[src/rtl/drv_segment_scan.sv]
// Multiplexed 7-segment scan driver: cycles digits through SHOW/GAP slots and
// double-buffers the display word so a frame never mixes old and new data.
module drv_segment_scan #(
    parameter int DIGITS   = 4,
    parameter int SHOW_CYC = 1000,
    parameter int GAP_CYC  = 16
) (
    input  logic                  i_clk,
    input  logic                  i_rst_n,
    input  logic                  i_enable,
    input  logic                  i_valid,
    output logic                  o_ready,
    input  logic [4*DIGITS-1:0]   i_value,
    input  logic [DIGITS-1:0]     i_blank,
    output logic [6:0]            o_drv_sgmnt,
    output logic [DIGITS-1:0]     o_drv_anode,
    output logic                  o_frame
);

    localparam int MAX_CYC = (SHOW_CYC > GAP_CYC) ? SHOW_CYC : GAP_CYC;
    localparam int CW      = $clog2(MAX_CYC);
    localparam int IW      = $clog2(DIGITS);

    localparam logic [1:0] S_IDLE = 2'd0;
    localparam logic [1:0] S_SHOW = 2'd1;
    localparam logic [1:0] S_GAP  = 2'd2;

    localparam logic [CW-1:0] SHOW_LAST = CW'(SHOW_CYC - 1);
    localparam logic [CW-1:0] GAP_LAST  = CW'(GAP_CYC - 1);
    localparam logic [IW-1:0] IDX_LAST  = IW'(DIGITS - 1);

    logic [1:0]              r_state;
    logic [CW-1:0]           r_cnt;
    logic [IW-1:0]           r_idx;
    logic [4*DIGITS-1:0]     r_act_val;
    logic [DIGITS-1:0]       r_act_blank;
    logic [4*DIGITS-1:0]     r_pend_val;
    logic [DIGITS-1:0]       r_pend_blank;
    logic                    r_ready;
    logic                    r_frame;
    logic [6:0]              r_sgmnt;
    logic [DIGITS-1:0]       r_anode;

    logic [1:0]              w_state_next;
    logic [CW-1:0]           w_cnt_next;
    logic [IW-1:0]           w_idx_next;
    logic                    w_frame_start;
    logic                    w_xfer;
    logic                    w_fire;
    logic [4*DIGITS-1:0]     w_act_val_next;
    logic [DIGITS-1:0]       w_act_blank_next;
    logic [3:0]              w_nib [DIGITS];
    logic [3:0]              w_cur_nib;
    logic                    w_cur_blank;
    logic [6:0]              w_sgmnt_next;
    logic [DIGITS-1:0]       w_anode_next;

    function automatic logic [6:0] f_decode(input logic [3:0] nib);
        logic [6:0] seg;
        case (nib)
            4'h0: seg = 7'b1000000;
            4'h1: seg = 7'b1111001;
            4'h2: seg = 7'b0100100;
            4'h3: seg = 7'b0110000;
            4'h4: seg = 7'b0011001;
            4'h5: seg = 7'b0010010;
            4'h6: seg = 7'b0000010;
            4'h7: seg = 7'b1111000;
            4'h8: seg = 7'b0000000;
            4'h9: seg = 7'b0010000;
            4'hA: seg = 7'b0001000;
            4'hB: seg = 7'b0000011;
            4'hC: seg = 7'b1000110;
            4'hD: seg = 7'b0100001;
            4'hE: seg = 7'b0000110;
            default: seg = 7'b0001110;
        endcase
        return seg;
    endfunction

    always_comb begin
        w_state_next  = r_state;
        w_cnt_next    = r_cnt;
        w_idx_next    = r_idx;
        w_frame_start = 1'b0;
        if (!i_enable) begin
            w_state_next = S_IDLE;
            w_cnt_next   = '0;
            w_idx_next   = '0;
        end else begin
            case (r_state)
                S_IDLE: begin
                    w_state_next  = S_SHOW;
                    w_cnt_next    = '0;
                    w_idx_next    = '0;
                    w_frame_start = 1'b1;
                end
                S_SHOW: begin
                    if (r_cnt == SHOW_LAST) begin
                        w_state_next = S_GAP;
                        w_cnt_next   = '0;
                    end else begin
                        w_cnt_next = r_cnt + CW'(1);
                    end
                end
                S_GAP: begin
                    if (r_cnt == GAP_LAST) begin
                        w_state_next = S_SHOW;
                        w_cnt_next   = '0;
                        if (r_idx == IDX_LAST) begin
                            w_idx_next    = '0;
                            w_frame_start = 1'b1;
                        end else begin
                            w_idx_next = r_idx + IW'(1);
                        end
                    end else begin
                        w_cnt_next = r_cnt + CW'(1);
                    end
                end
                default: begin
                    w_state_next = S_IDLE;
                    w_cnt_next   = '0;
                    w_idx_next   = '0;
                end
            endcase
        end
    end

    // A pending word exists exactly when o_ready is low; it only moves at frame start.
    assign w_xfer           = w_frame_start & ~r_ready;
    assign w_fire           = i_valid & r_ready;
    assign w_act_val_next   = w_xfer ? r_pend_val   : r_act_val;
    assign w_act_blank_next = w_xfer ? r_pend_blank : r_act_blank;

    genvar gi;
    generate
        for (gi = 0; gi < DIGITS; gi++) begin : g_nib
            assign w_nib[gi] = w_act_val_next[gi*4 +: 4];
        end
    endgenerate

    // Outputs are built from next-state values so anode and segments switch together.
    assign w_cur_nib   = w_nib[w_idx_next];
    assign w_cur_blank = w_act_blank_next[w_idx_next];

    always_comb begin
        w_sgmnt_next = 7'b1111111;
        w_anode_next = '1;
        if (w_state_next == S_SHOW && !w_cur_blank) begin
            w_sgmnt_next = f_decode(w_cur_nib);
            w_anode_next = ~(DIGITS'(1) << w_idx_next);
        end
    end

    always_ff @(posedge i_clk or negedge i_rst_n) begin
        if (!i_rst_n) begin
            r_state      <= S_IDLE;
            r_cnt        <= '0;
            r_idx        <= '0;
            r_act_val    <= '0;
            r_act_blank  <= '1;
            r_pend_val   <= '0;
            r_pend_blank <= '0;
            r_ready      <= 1'b1;
            r_frame      <= 1'b0;
            r_sgmnt      <= 7'b1111111;
            r_anode      <= '1;
        end else begin
            r_state     <= w_state_next;
            r_cnt       <= w_cnt_next;
            r_idx       <= w_idx_next;
            r_act_val   <= w_act_val_next;
            r_act_blank <= w_act_blank_next;
            r_frame     <= w_frame_start;
            r_sgmnt     <= w_sgmnt_next;
            r_anode     <= w_anode_next;
            if (w_xfer) begin
                r_ready <= 1'b1;
            end else if (w_fire) begin
                r_pend_val   <= i_value;
                r_pend_blank <= i_blank;
                r_ready      <= 1'b0;
            end
        end
    end

    assign o_ready     = r_ready;
    assign o_frame     = r_frame;
    assign o_drv_sgmnt = r_sgmnt;
    assign o_drv_anode = r_anode;

endmodule

[config.mk]
export PLATFORM = sky130hd
export DESIGN_NAME = drv_segment_scan
export DESIGN_NICKNAME = d
export VERILOG_FILES = /design/src/rtl/drv_segment_scan.sv
export SDC_FILE = /design/constraint.sdc
export NUM_CORES = 1
export LEC_CHECK = 0
export ABC_AREA = 1
export CAP_MARGIN = 20
export CORE_ASPECT_RATIO = 1.25
export CORE_MARGIN = 4
export CORE_UTILIZATION = 50
export CTS_CLUSTER_DIAMETER = 100
export CTS_CLUSTER_SIZE = 20
export DETAILED_ROUTE_END_ITERATION = 12
export PLACE_DENSITY = 0.72
export SYNTH_ARGS = -nofsm -noshare
export SYNTH_HDL_FRONTEND = slang
export SYNTH_SLANG_ARGS = --single-unit
[constraint.sdc]
create_clock -name i_clk -period 3 [get_ports i_clk]
set_input_delay 0.6 -clock i_clk [delete_from_list [all_inputs] [get_ports i_clk]]
set_output_delay 0.6 -clock i_clk [all_outputs]
set_load 0.01 [all_outputs]
==> Yosys cells after proc, flatten, opt, wreduce, memory -nomap -nowiden <==
Memories as Yosys holds them, arrays and structs flattened.
Index checks and enable logic that the tools add are counted.
{ "op_classes": {"add_sub_neg": 2, "order_cmp": 2, "n_eq_ne": 6, "n_shift": 1, "n_mux": 27, "n_bitwise": 6, "n_reduce_logical": 5} }
{ "ops": {"columns": ["op", "n"], "rows": [
  ["2-to-1 mux 10 bit", 3],
  ["case mux 10 bit (2 select lines)", 1],
  ["2-to-1 mux 16 bit", 1],
  ["2-to-1 mux 4 bit", 4],
  ["2-to-1 mux 2 bit", 6],
  ["adder 10 x 1 -> 10 bit, second input constant", 1],
  ["== test 10 bit, second input constant", 1],
  ["== test 10 x 4 -> 1 bit, second input constant", 1],
  ["binary-select mux 4 bit (select 2 bit)", 1],
  ["2-to-1 mux 7 bit", 1],
  ["2-to-1 mux 1 bit", 6],
  ["case mux 2 bit (3 select lines)", 1],
  ["== test 2 x 1 -> 1 bit, second input constant", 2],
  ["== test 2 bit, second input constant", 2],
  ["inverter 4 bit", 1],
  ["case mux 2 bit (2 select lines)", 1],
  ["left shift 1 x 2 -> 4 bit, first input constant", 1],
  ["greater-or-equal comparator 3 bit, second input constant", 1],
  ["less-than comparator 2 x 3 -> 1 bit, second input constant", 1],
  ["inverter 2 -> 3 bit", 1],
  ["adder 2 x 1 -> 2 bit, second input constant", 1],
  ["bitwise AND 1 bit", 2],
  ["binary-select mux 1 bit (select 2 bit)", 1],
  ["zero test 2 bit", 1],
  ["other kinds (6)", 7]
]} }
{ "totals": {"ff_bits": 67, "mem_bits_ro": 112, "input_bits": 24, "output_inout_bits": 13, "wordCells": 61, "memories": 1} }
{ "mem_list": {"columns": ["name", "depth", "width", "rd", "rd_clocked_by_memory_dff", "write_ports", "line_no", "text"], "rows": [
  ["(name not given)", 16, 7, 1, 0, 0, "60", "case (nib)"]
]} }

==> Longest topological paths before layout <==
Gate-level depths: netlist of run 1.
{ "depth": {"depth_word": 12, "ltp_mapped": 20, "depth_no_buf": 19} }

==> Worst setup path after synthesis of run 1 <==
Ideal clock, no wire load.
{ "synth_path": {"path_kind": "reg2reg", "from": "register r_state[0]", "to": "register r_sgmnt[0] (netlist: o_drv_sgmnt[0])", "arrival_time_ns": 2.220, "required_time_ns": 2.918, "path_slack_ns": 0.697, "path_stages_with_launch": 20, "period_less_slack_ns": 2.303, "cell_sequence": "dfrtp_1 > inv_1 > ha_1 > nand2_1 > inv_1 > nand3_2 > nand2_4 > nand3_4 > buf_6 > nand2_1 > nand2_1 > nand2_1 > nand2_1 > nor2_2 > inv_1 > ha_1 > nand3_1 > nand2_1 > nand2_1 > nand3_1"} }
{ "synth_via": {"elab_chain_len": 10} }
{ "synth_lines": {"columns": ["item", "line_no", "text"], "rows": [
  ["start: declaration", "32", "logic [1:0] r_state;"],
  ["start signal: assignment", "169", "r_state <= w_state_next;"],
  ["== test 2 bit or zero test 2 bit (tied branches)", "91", "case (r_state)"],
  ["case mux 1 bit (2 select lines) *", "91", null],
  ["2-to-1 mux 1 bit *", "86", "if (!i_enable) begin"],
  ["bitwise AND 1 bit *", "130", "assign w_xfer = w_frame_start & ~r_ready;"],
  ["2-to-1 mux 16 bit *", "132", "assign w_act_val_next = w_xfer ? r_pend_val : r_act_val;"],
  ["via w_act_val_next[9]", "50", "logic [4*DIGITS-1:0] w_act_val_next;"],
  ["binary-select mux 4 bit (select 2 bit) *", "143", "assign w_cur_nib = w_nib[w_idx_next];"],
  ["2-to-1 mux 4 bit (not written as such) * (2 in series)", "143", null],
  ["memory read (16 x 7 bit) *", null, null],
  ["2-to-1 mux 7 bit *", "149", "if (w_state_next == S_SHOW && !w_cur_blank) begin"],
  ["via w_sgmnt_next[0]", "55", "logic [6:0] w_sgmnt_next;"],
  ["end signal: assignment", "175", "r_sgmnt <= w_sgmnt_next;"],
  ["end: declaration", "41", "logic [6:0] r_sgmnt;"]
]} }
The timed path passes the listed nets; every way through them passes the cells marked *. The select of a mux whose other input is x is not followed.
A chain may end at the register's enable or synchronous reset.

==> Worst setup path after layout of run 1 <==
{ "layout_path": {"from": "register r_state[0]", "to": "register r_sgmnt[1] (netlist: o_drv_sgmnt[1])"} }
{ "layout_via": {"elab_chain_len": 10} }
{ "layout_lines": {"columns": ["item", "line_no"], "rows": [
  ["== test 2 bit or zero test 2 bit (tied branches)", "91"],
  ["case mux 1 bit (2 select lines)", "91"],
  ["2-to-1 mux 1 bit", "86"],
  ["bitwise AND 1 bit", "130"],
  ["2-to-1 mux 16 bit or 2-to-1 mux 4 bit (tied branches)", "132, 133"],
  ["binary-select mux 4 bit (select 2 bit) or binary-select mux 1 bit (select 2 bit) (tied branches)", "143, 144"],
  ["2-to-1 mux 4 bit (not written as such) or 2-to-1 mux 1 bit (tied branches)", "143, 144"],
  ["2-to-1 mux 4 bit (not written as such) or zero test 1 bit (tied branches)", "143, 149"],
  ["memory read (16 x 7 bit) or logical AND 1 bit (tied branches)", null],
  ["2-to-1 mux 7 bit *", "149"],
  ["via w_sgmnt_next[1]", "55"]
]} }
Marks and branches as above.

==> results of run 1 <==
==> sequential cells by signal (all words and copies together), names as in the netlist, 2 cells and up <==
| name | flops |
|---|---|
| r_act_val | 16 |
| o_drv_anode | 4 |
| r_idx | 2 |
| o_drv_sgmnt | 7 |
| r_act_blank | 4 |
| r_pend_blank | 4 |
| r_cnt | 10 |
| r_state | 2 |
| r_pend_val | 16 |
==> final cells by class <==
class	count	area [µm²]
clock inverters	6	88.8
clock buffers	10	138
flip-flops and latches	67	1700
multi-input cells	295	1560
repair buffers	49	453
inverters	58	218
fillers	592	2670
well taps	90	113
==> cells in the final DEF (no fill, tap or decap), types with 2 or more instances in the layout <==
master and n:
nand2_1 121, nand2_2 9, nand3_2 2, clkinvlp_4 2, mux2_2 9, nor2_2 5, inv_1 56, nand2_4 2
clkdlybuf4s50_1 35, inv_2 2, nand4_1 13, xor2_1 3, o21ai_0 5, nor2_4 4, ha_1 12, nor2_1 40
nand3_1 40, nor3_1 4, clkbuf_8 10, and2_1 2, dfstp_2 16, buf_4 13, dfrtp_1 51, a21oi_1 16
bufinv_16 2
==> kinds of logic (layout without fill, tap and decap cells) <==
kind of cell | after synthesis | count (layout) | share of synthesized area (%)
DFF | 67 | 67 | 47.9
adders and majority gates | 12 | 12 | 4.24
buffers and inverters | 70 | 123 | 8.31
AOI/OAI and AO/OA | 24 | 24 | 3.93
muxes | 9 | 9 | 2.86
and+or+nand+nor | 245 | 246 | 31.7
xor gates and xnor gates | 4 | 4 | 0.990
==> critical path, stage by stage, from the launching register on <==
cell and delay (ns):
dfrtp_1 0.41, inv_1 0.12, ha_1 0.27, nand2_1 0.07
inv_1 0.07, nand3_2 0.12, nand2_4 0.18, nand3_4 0.18
nand2_1 0.11, nand2_1 0.07, nor2_1 0.15, nor2_1 0.07
nand2_1 0.14, inv_1 0.12, ha_1 0.31, nand3_1 0.10
nand2_1 0.06, inv_1 0.05, nand2_1 0.04
==> synthesized netlist by cell type <==
master | instances | area (µm²)
a21oi_1 | 16 | 80.1
a21oi_4 | 1 | 16.3
a221oi_1 | 1 | 8.76
and2_1 | 2 | 12.5
buf_1 | 1 | 3.75
buf_4 | 2 | 15.0
buf_6 | 3 | 33.8
clkbuf_1 | 5 | 18.8
clkbuf_2 | 1 | 5.00
dfrtp_1 | 51 | 1280
dfstp_2 | 16 | 420
ha_1 | 12 | 150
inv_1 | 56 | 210
inv_2 | 2 | 7.51
mux2_2 | 9 | 101
nand2_1 | 121 | 454
nand2_2 | 9 | 56.3
nand2_4 | 2 | 22.5
nand3_1 | 40 | 200
nand3_2 | 1 | 10.0
nand3_4 | 1 | 17.5
nand4_1 | 13 | 81.3
nand4_2 | 1 | 12.5
nor2_1 | 40 | 150
nor2_2 | 6 | 37.5
nor2_4 | 3 | 33.8
nor3_1 | 4 | 20.0
nor3b_1 | 1 | 7.51
o21ai_0 | 5 | 25.0
o21ai_2 | 1 | 8.76
or2_2 | 1 | 6.26
xnor2_1 | 1 | 8.76
xor2_1 | 3 | 26.3
==> power breakdown <==
group          total [µW]  switching [µW]  leakage [µW]  internal [µW]
sequential           1210            69.6      0.000782           1140
combinational         799             483       0.00126            315
clock                 843             352      0.000108            490
==> worst max path at each step <==
stage | to | slack [ns]
2_1_floorplan | o_drv_sgmnt[0] | 0.70
3_3_place_gp | o_drv_sgmnt[0] | 0.30
3_5_place_dp | o_drv_sgmnt[0] | 0.23
4_1_cts | o_drv_sgmnt[1] | 0.22
5_1_grt | o_drv_sgmnt[1] | 0.03
6_report | o_drv_sgmnt[1] | 0.32
==> per-layer routing <==
layer	vias to the layer above	global-route usage, %	routed length [µm]
met4	0	6.79	125
met1	1332	22.5	3200
met3	12	3.55	318
li1	1455	-	-
met5	-	0	0
met2	64	31.2	3730
==> metrics by stage <==
step | utilization (%) | hold WS [ns] | worst slack [ns] | power (µW)
floorplan | - | 0.304 | 0.697 | 1760
global placement | 58.1 | 0.468 | 0.296 | 1980
detailed placement | 58.1 | 0.471 | 0.228 | 2010
CTS | 61.3 | 0.268 | 0.223 | 2860
global route | 61.6 | 0.298 | 0.0346 | 3040
finish | 61.6 | 0.252 | 0.320 | 2850
==> qor.csv, run 1 <==
metric,value,unit
instances_no_fill,575,
synth_warnings,0,
fmax,0.373,GHz
fin_area,4270,µm²
area_growth,20.7,%
syn_nets,467,
viasPerCell,4.98,
cap_violations,0,
path_clk_slew,0.08,ns
ant_nets,0,
power_density,667,nW/µm²
wire_per_inst,12.8,µm
hold_viol_final,0,
grt_setup_unrepaired,false,
period_share,89.3,%
drive_gt1_share,17.3,%
cts_max_path_buffers,2,
worstSetupPathType,reg -> reg,
worstSkewPairLatency,0.34,ns
drt-initial-drc-count,141,
die_y,102,µm
synthCells,431,
grt_max_degree,27,
avgSynthCellArea,8.21,µm²
die_area,8500,µm²
clock_sinks,67,
ys_ff_latch,67,
path_max_fanout,14,
finalMaxSlewViolations,0,
rr_startpoint,r_state[0],
grt.overflow.total,0,
dp.cells,558,
cp.arrival,2.95,ns
root_buffer,clkbuf_8,
synthDistinctLibCells,33,
fin_crit,2.68,ns
crit_path_end_kind,flip-flop,
ir_drop,0.422,mV
cts_resized,0,
rows,34,
core,6930,µm²
tightest_slew,0.737,ns
r2r_end,o_drv_sgmnt[1],
fin_skew,0.00780,ns
ff2ff_path_depth,18,
vias,2863,
startpoint,r_state[0],
worstPathRequired,3.27,ns
cts_setup_buffers,0,
drc_errors,0,
status,completed,
fin_tns_setup,0,ns
leakage,0.00215,µW
routed_wl,7380,µm
num-nets-final,516,
hp-class,in -> async,
dp_hpwl,5460,µm
dpl_cell_area,4030,µm²
numCtsBuffers,9,
ios,37,
grt_pass1_vias,2774,
first_pass_iters,4,
die_w,83.2,µm
n_antenna_cell,0,
antenna_found_initial,0,
slew_headroom,50.7,%
initial_core_util,51.0,%
critPathLaunchType,flip-flop,
cts.htree.levels,3,
cts_hold_buf,0,
rrSetupSlack,0.32,ns
place_congestion,0.911,
grt_usage,18.0,%
yosysSeqAreaShare,47.9,%
syn_area,3540,µm²
grt_pass1_wl,12500,µm
cts_tree,done,
finalSetupViolations,0,
place.port_buffers,36,
No activity file was read; power rests on OpenSTA's default activity.
==> run 2, diff against run 1 <==
- PLACE_DENSITY: 0.72 -> 0.68
==> run 2 against run 1 <==
Compared with the run above: clock power increased by 9.4%; fmax increased by 0.98%; final cell count decreased by 1.0%; via count decreased by 2.2%; clock skew increased by 0.0024 ns; sequential cell count unchanged; count of clock-buffer cells in the layout decreased by 1; sequential power about the same; power increased by 2.0%; non-clock buffer count decreased by 6.
==> qor.csv, run 2 (synthesis gave the netlist of run 1 again) <==
metric,value,unit
status,completed,
grt_setup_unrepaired,false,
clkPwrFrac,31.7,%
power_density,683,nW/µm²
num-nets-final,510,
grt.overflow.total,0,
rows,34,
slowest_delay,0.40,ns
place.port_buffers,36,
die_y,102,µm
worstSetupPathType,reg -> reg,
drc_errors,0,
rr_startpoint,r_state[0],
p_sw_share,31.0,%
antenna_found_initial,0,
ant_nets,0,
slew_headroom,54.3,%
critPathSlowestCell,dfrtp_1,
final_cell_mix,"nand2_1 (121), inv_1 (56), dfrtp_1 (51)",
cts_max_path_buffers,2,
fin_tns_setup,0,ns
initial_core_util,51.0,%
grt_pass1_vias,2608,
fin_skew,0.0102,ns
crit_top_cell,nand2_1,
post-place-ws,0.143,ns
critPathBufInv,3,
grt_pass1_wl,11900,µm
cts_hold_buf,0,
fin_ws,0.346,ns
path_cells,inv_1 > ha_1 > nand2_1 > inv_1 > nand3_2 > nand2_4 > nand3_4 > nand2_1 > nand2_1 > nand2_1 > nand2_1 > nor2_2 > inv_1 > ha_1 > nand3_1 > nand2_1 > nand2_1 > nand3_1,
place_congestion,0.883,
cp_top_family,simple AND/OR/NAND/NOR gates,
combPwrFrac,26.7,%
drt-initial-drc-count,109,
worstSkewPairLatency,0.35,ns
die_area,8500,µm²
dp.cells,552,
dp_hpwl,5210,µm
core,6930,µm²
drive_gt1_share,16.3,%
grt_usage,17.7,%
first_pass_iters,5,
top_regs,"r_act_val: 16 flops, r_pend_val: 16 flops, r_cnt: 10 flops",
cts_tree,done,
critPathLaunchType,flip-flop,
area_growth,20.2,%
hp-class,in -> async,
n_antenna_cell,0,
power_frac_seq,41.5,%
power.switching,900,µW
path_max_fanout,14,
ios,37,
fmax,0.377,GHz
p_int,2010,µW
routed_wl,7030,µm
period_share,88.5,%
ir_drop,0.482,mV
die_w,83.2,µm
cp.arrival,2.92,ns
path_clk_slew,0.08,ns
cts.htree.levels,3,
worstPathRequired,3.27,ns
crit_path_end_kind,flip-flop,
wire_per_inst,12.4,µm
cap_violations,0,
vias,2801,
clock_sinks,67,
root_buffer,clkbuf_8,
leakage,0.00214,µW
tightest_slew,0.684,ns
finalMaxSlewViolations,0,
grt_max_degree,68,
fin_crit,2.65,ns
viasPerCell,4.92,
instances_no_fill,569,
finalSetupViolations,0,
layout_commonest_cell,nand2_1,
startpoint,r_state[0],
hold_viol_final,0,
numCtsBuffers,9,
==> run 2: worst paths after layout <==
check                                  to  slack [ns]  cells after the start
setup / recovery           o_drv_sgmnt[3]        0.35                     18
setup reg to reg           o_drv_sgmnt[3]        0.35                     18
hold / removal                   r_cnt[9]        0.25                      2
hold reg to reg            r_act_blank[1]        0.49                      2
min in group i_clk         r_act_blank[1]        0.49                      2
max in group asynchronous  r_act_blank[1]        2.41                      2
==> run 2: through the flow <==
| stage | hold slack, ns | utilization, % | area [µm²] | total power (µW) |
|---|---|---|---|---|
| 6_report | 0.248 | 61.3 | 4250 | 2900 |
| 5_1_grt | 0.271 | 61.3 | 4250 | 3100 |
| 4_1_cts | 0.263 | 61.2 | 4240 | 2930 |
| 3_5_place_dp | 0.475 | 57.6 | 4000 | 2000 |
| 3_3_place_gp | 0.476 | 57.6 | 4000 | 1980 |
| 2_1_floorplan | 0.304 | - | 3540 | 1760 |
==> run 2: layout make-up <==
| class | instances | area, µm² |
|---|---|---|
| multi-input combinational | 295 | 1560 |
| sequential | 67 | 1700 |
| clock buffer | 9 | 124 |
| timing repair buffer | 43 | 420 |
| fill | 627 | 2680 |
| tap | 90 | 113 |
| clock inverter | 7 | 124 |
| inverter | 58 | 218 |
==> run 2: power groups by stage <==
stage / registers, µW / logic (µW) / clock network [µW]
after CTS: 1210 / 777 / 946
after global routing: 1230 / 889 / 986
final: 1210 / 776 / 922
after detailed placement: 1220 / 772 / 0
after global placement: 1220 / 760 / 0
after floorplan: 1230 / 532 / 0
==> run 2: layer usage <==
metal	vias up	routed length (µm)	track usage, %
met1	1291	3160	21.5
met3	10	247	3.79
li1	1448	-	-
met4	0	167	8.43
met2	52	3450	30.4
met5	-	0	0
==> run 2: repair_timing <==
action / in CTS / in global routing
setup endpoints to repair: 0 / 2
resized for setup: 0 / 0
setup buffers: 0 / 0
